## src/rtl/dct8_stream.sv

```systemverilog
// Streaming 8-point 1-D DCT: buffers one 8-sample vector, computes every coefficient in one
// registered step, then emits the first KEEP coefficients serially with scaling and saturation.
module dct8_stream #(
  parameter int unsigned IN_W     = 8,
  parameter int unsigned OUT_W    = 12,
  parameter int unsigned COEF_W   = 8,
  parameter int unsigned SHIFT    = 3,
  parameter int unsigned DC_EXTRA = 2,
  parameter int unsigned KEEP     = 6
) (
  input  logic                    clk,
  input  logic                    rst,
  input  logic                    in_valid,
  output logic                    in_ready,
  input  logic signed [IN_W-1:0]  in_data,
  input  logic                    dc_mode,
  output logic                    out_valid,
  input  logic                    out_ready,
  output logic signed [OUT_W-1:0] out_data,
  output logic [2:0]              out_idx,
  output logic                    out_last
);

  localparam int unsigned ACC_W = IN_W + COEF_W + 3;
  localparam logic [2:0]  LAST_IDX = 3'(KEEP - 1);

  localparam logic signed [ACC_W-1:0] C1 = ACC_W'(126);
  localparam logic signed [ACC_W-1:0] C2 = ACC_W'(118);
  localparam logic signed [ACC_W-1:0] C3 = ACC_W'(106);
  localparam logic signed [ACC_W-1:0] C4 = ACC_W'(91);
  localparam logic signed [ACC_W-1:0] C5 = ACC_W'(71);
  localparam logic signed [ACC_W-1:0] C6 = ACC_W'(49);
  localparam logic signed [ACC_W-1:0] C7 = ACC_W'(25);

  localparam logic signed [ACC_W-1:0] SAT_MAX = ACC_W'((2 ** (OUT_W - 1)) - 1);
  localparam logic signed [ACC_W-1:0] SAT_MIN = -SAT_MAX - ACC_W'(1);

  typedef enum logic [1:0] {FILL, CALC, EMIT} state_t;

  state_t                  state_q;
  logic [2:0]              count_q;
  logic                    dc_q;
  logic signed [IN_W-1:0]  x_q    [8];
  logic signed [OUT_W-1:0] coef_q [8];
  logic signed [OUT_W-1:0] coef_d [8];

  logic signed [ACC_W-1:0] s_w [4];
  logic signed [ACC_W-1:0] d_w [4];
  logic signed [ACC_W-1:0] z_w [8];
  logic signed [ACC_W-1:0] y_w [8];
  logic signed [ACC_W-1:0] e0_w, e1_w, f0_w, f1_w;

  function automatic logic signed [OUT_W-1:0] sat(input logic signed [ACC_W-1:0] v);
    if (v > SAT_MAX)      return OUT_W'(SAT_MAX);
    else if (v < SAT_MIN) return OUT_W'(SAT_MIN);
    else                  return OUT_W'(v);
  endfunction

  // Butterfly-factored DCT over the buffered vector, then scale and clamp.
  always_comb begin
    for (int i = 0; i < 4; i++) begin
      s_w[i] = ACC_W'(x_q[i]) + ACC_W'(x_q[7-i]);
      d_w[i] = ACC_W'(x_q[i]) - ACC_W'(x_q[7-i]);
    end
    e0_w = s_w[0] + s_w[3];
    e1_w = s_w[1] + s_w[2];
    f0_w = s_w[0] - s_w[3];
    f1_w = s_w[1] - s_w[2];

    z_w[0] = C4 * (e0_w + e1_w);
    z_w[4] = C4 * (e0_w - e1_w);
    z_w[2] = C2 * f0_w + C6 * f1_w;
    z_w[6] = C6 * f0_w - C2 * f1_w;
    z_w[1] = C1 * d_w[0] + C3 * d_w[1] + C5 * d_w[2] + C7 * d_w[3];
    z_w[3] = C3 * d_w[0] - C7 * d_w[1] - C1 * d_w[2] - C5 * d_w[3];
    z_w[5] = C5 * d_w[0] - C1 * d_w[1] + C7 * d_w[2] + C3 * d_w[3];
    z_w[7] = C7 * d_w[0] - C5 * d_w[1] + C3 * d_w[2] - C1 * d_w[3];

    for (int k = 0; k < 8; k++) begin
      if (k == 0 && dc_q) y_w[k] = z_w[k] >>> (SHIFT + DC_EXTRA);
      else                y_w[k] = z_w[k] >>> SHIFT;
      coef_d[k] = sat(y_w[k]);
    end
  end

  // Control FSM; sample buffer, dc latch and coefficient bank are deliberately unreset.
  always_ff @(posedge clk) begin
    if (rst) begin
      state_q   <= FILL;
      count_q   <= 3'd0;
      in_ready  <= 1'b1;
      out_valid <= 1'b0;
      out_data  <= '0;
      out_idx   <= 3'd0;
      out_last  <= 1'b0;
    end else begin
      case (state_q)
        FILL: begin
          if (in_valid && in_ready) begin
            x_q[count_q] <= in_data;
            if (count_q == 3'd0) dc_q <= dc_mode;
            count_q <= count_q + 3'd1;
            if (count_q == 3'd7) begin
              state_q  <= CALC;
              in_ready <= 1'b0;
            end
          end
        end
        CALC: begin
          for (int k = 0; k < 8; k++) coef_q[k] <= coef_d[k];
          out_data  <= coef_d[0];
          out_idx   <= 3'd0;
          out_last  <= (LAST_IDX == 3'd0);
          out_valid <= 1'b1;
          state_q   <= EMIT;
        end
        EMIT: begin
          if (out_ready) begin
            if (out_idx == LAST_IDX) begin
              state_q   <= FILL;
              out_valid <= 1'b0;
              out_last  <= 1'b0;
              in_ready  <= 1'b1;
            end else begin
              out_idx  <= out_idx + 3'd1;
              out_data <= coef_q[out_idx + 3'd1];
              out_last <= ((out_idx + 3'd1) == LAST_IDX);
            end
          end
        end
        default: begin
          state_q  <= FILL;
          count_q  <= 3'd0;
          in_ready <= 1'b1;
        end
      endcase
    end
  end

endmodule

```

## config.mk

```make
export PLATFORM = sky130hd
export DESIGN_NAME = dct8_stream
export DESIGN_NICKNAME = d
export VERILOG_FILES = /design/src/rtl/dct8_stream.sv
export SDC_FILE = /design/constraint.sdc
export NUM_CORES = 2
export LEC_CHECK = 0
export CAP_MARGIN = 10
export CORE_ASPECT_RATIO = 0.75
export CORE_MARGIN = 2
export CORE_UTILIZATION = 51
export CTS_CLUSTER_SIZE = 10
export DETAILED_ROUTE_END_ITERATION = 10
export HOLD_SLACK_MARGIN = 0.06
export PLACE_DENSITY = 0.67
export REMOVE_ABC_BUFFERS = 1
export SLEW_MARGIN = 20
export SYNTH_ARGS = -nofsm -noshare
export SYNTH_HDL_FRONTEND = slang
export SYNTH_SLANG_ARGS = --single-unit
export TNS_END_PERCENT = 50
```

## constraint.sdc

```tcl
create_clock -name clk -period 18.2 [get_ports clk]
set_clock_uncertainty 0.05 [all_clocks]
set_input_delay 2.73 -clock clk [delete_from_list [all_inputs] [get_ports clk]]
set_output_delay 2.73 -clock clk [all_outputs]
set_load 0.01 [all_outputs]
```

==> impl_results.md <==
- Sink Count: between 150 and 200
- CTS Buf Count: 25
- Ys async rst share: 0%
- Number of flops mapped to enable cells by yosys: roughly 160
- Syn Area/Cell: between 9 and 10 um2
- Sequential-to-total area share from yosys stat: between 10% and 20%
- Vias: between 30000 and 40000
- Required @ worst endpoint: around 18000 ps
- # setup viols final: 0
- Total negative slack: 0 ps
- Crit Path Class: register to register
- Die height: about 270 um
- ANT nets after route: 0
- Final #Nets: around 6500
- FP Rows: 96
- Worst hold path type: register to register
- Vias in the first global route: between 30000 and 40000
- Layout area overhead: 5.89%
- Clock root cell: clkbuf_16
- Ports: 31
- Fmax: 79.9 MHz
- Drt wl/cell: 21.0 um
- Initial DRT Pass Iterations: 6
- RSZ-0062 raised after global routing: no
- Width of the die: ~350 um
- Minimum clock period: between 10000 and 15000 ps
- Cts repair resizes: 0
- Max Cap Viol: 0
- CP dominant cell by count: fa_1
- Largest net degree at the start of global routing: 67
- Total grt overflow: 0
- Primary FF master, synth: edfxtp_1
- Max stage delay on crit path: between 900 and 1000 ps
- Fill cells: 8249
- Core area: just over 90000 um2
- First-pass GRT wire length: roughly 200000 um
- # DRC: 0
- Htree depth: 4
- Slew headroom: 20.7%
- Initial DRC count: 2601
- Storage cell area: ~5300 um2
- Area of the multi-input gates: approximately 37000 um2
- Clock Tree Buf Depth: 3
- RR Startpoint: x_q[3][0]$_DFFE_PP_
- Most instantiated cells after synthesis: inv_1, ha_1, fa_1
- Slew Limit Fails: 0
- Flops & latches, synth: 184
- Share of cells above drive strength 1: ~4.1%
- Fin. Hold Viols: 0
- Number of buffers added for setup after CTS: 0
- Mapped Area: between 40000 and 50000 um2
- CP Data Arrival Time: between 10000 and 15000 ps
- Post-synthesis cell type count: just under 100
- Critical Path Start: x_q[3][0]$_DFFE_PP_
- Worst-path clk slew: ~80 ps
- Worst slew pin tran: roughly 1200 ps
- GR Util All Layers: 28.0%
- Top-count cell post-synth: inv_1
- HP Start: out_last$_SDFFE_PP0P_
- Status: completed
- Synth top area cells: fa_1, ha_1, edfxtp_1, inv_1, xnor2_1
- Synth Instances: about 4900
- Hold-fix buffers at CTS: 0
- Final wirelength: 130000 um
- Crit Path Max Fanout: 14
- Die area: roughly 94000 um2
- Slowest-stage cell, CP: xor2_1
- Synth warnings: 0
- CTS tree: yes
- CP startpoint kind: register
- Gp weighted congestion: ~1.0
- Crit path capture type: register
- Number of I/O port buffers: 30
- Starting Density: between 50% and 60%
- Largest area contributor in the netlist: fa_1
- Clk_lat worst skew: 510 ps
- Final Cycle Share: a little under 70%
- HPWL Detailed: around 110000 um
- Top cell type's share of synthesized area: 26.9%
- Initial antenna violation count: 6
- Routed vias/inst: between 5 and 6
metal layers:
metal	part of all wire [%]	GRT usage, %	vias up
li1	-	-	16000
met1	47	41.0	16500
met2	39	38.3	1183
met3	14	12.8	109
met4	1.3	3.58	0
met5	0	0	-
area by class of cell:
class                   instances  area share [%]
multi-input cells            3506            74.8
diodes                          2          0.0101
well taps                    1225            3.10
flip-flops and latches        184            10.7
clock inverters                 7          0.0760
repair buffers                 89            1.50
inverters                    1122            8.53
clock buffers                  26            1.29
logic make-up (layout without fill, tap and decap cells):
| logic type | count (synthesis) | after routing | share of synthesized area (%) |
|---|---|---|---|
| AOI/OAI and AO/OA | 776 | 776 | 10.7 |
| xor gates and xnor gates | 411 | 411 | 7.78 |
| adders and majority gates | 1514 | 1514 | 50.7 |
| other | 0 | 2 | 0 |
| buffers and inverters | 1199 | 1244 | 9.71 |
| muxes | 74 | 74 | 2.27 |
| DFF | 184 | 184 | 11.4 |
| and+or+nand+nor | 731 | 731 | 7.48 |
registers in the layout (all words and copies together), names as in the netlist:
signal,cells
out_data,12
count_q,3
in_ready,1
dc_q,1
state_q,2
coef_q,96
out_last,1
out_idx,3
out_valid,1
x_q,64
final timing paths:
check | depth (start not counted) | slack, ps | to
setup reg to reg | 39 | 5680 | coef_q[7][0]$_SDFFCE_PN1P_
hold reg to reg | 2 | 420 | out_last$_SDFFE_PP0P_
setup / recovery | 39 | 5680 | coef_q[7][0]$_SDFFCE_PN1P_
hold / removal | 2 | 420 | out_last$_SDFFE_PP0P_
worst max-delay path: cells and delay by family, from the launching register on:
family	cells	cell delay (ps)
flops	1	410
xor+xnor	4	1710
simple gates	2	370
compound gates	14	3360
fa+ha+maj	13	5510
buf+inv	6	790
per-stage QoR:
stage	worst slack (ps)	hold WS (ps)	utilization (%)	std cells	cell area (um2)
2_1_floorplan	4230	436	-	4812	46300
3_3_place_gp	6020	409	53.5	6126	48700
3_5_place_dp	5900	417	53.5	6126	48700
4_1_cts	5840	430	54.2	6159	49400
5_1_grt	5080	483	54.2	6159	49400
6_report	5680	423	54.3	6161	49400
layout by cell type (no fill, tap or decap), types with 22 or more instances in the layout:
master,Yosys,layout
dfxtp_1,23,22
mux4_2,24,24
a21oi_1,220,219
nand2_1,149,149
inv_1,1114,1114
mux2i_1,35,35
xnor2_1,271,266
o21bai_1,44,44
a21boi_0,38,38
clkdlybuf4s50_1,0,30
nand2b_1,38,38
edfxtp_1,161,161
xor2_1,138,135
nor2_1,287,286
clkbuf_16,0,25
a21o_1,104,104
buf_4,2,59
a31oi_1,24,24
o21ai_0,176,174
nor3_1,49,48
nand3_1,30,30
fa_1,628,628
ha_1,886,886
nor2b_1,47,47
Power is not shown: default switching activity piles up to over one toggle a cycle in this logic, so the estimate is an artifact.
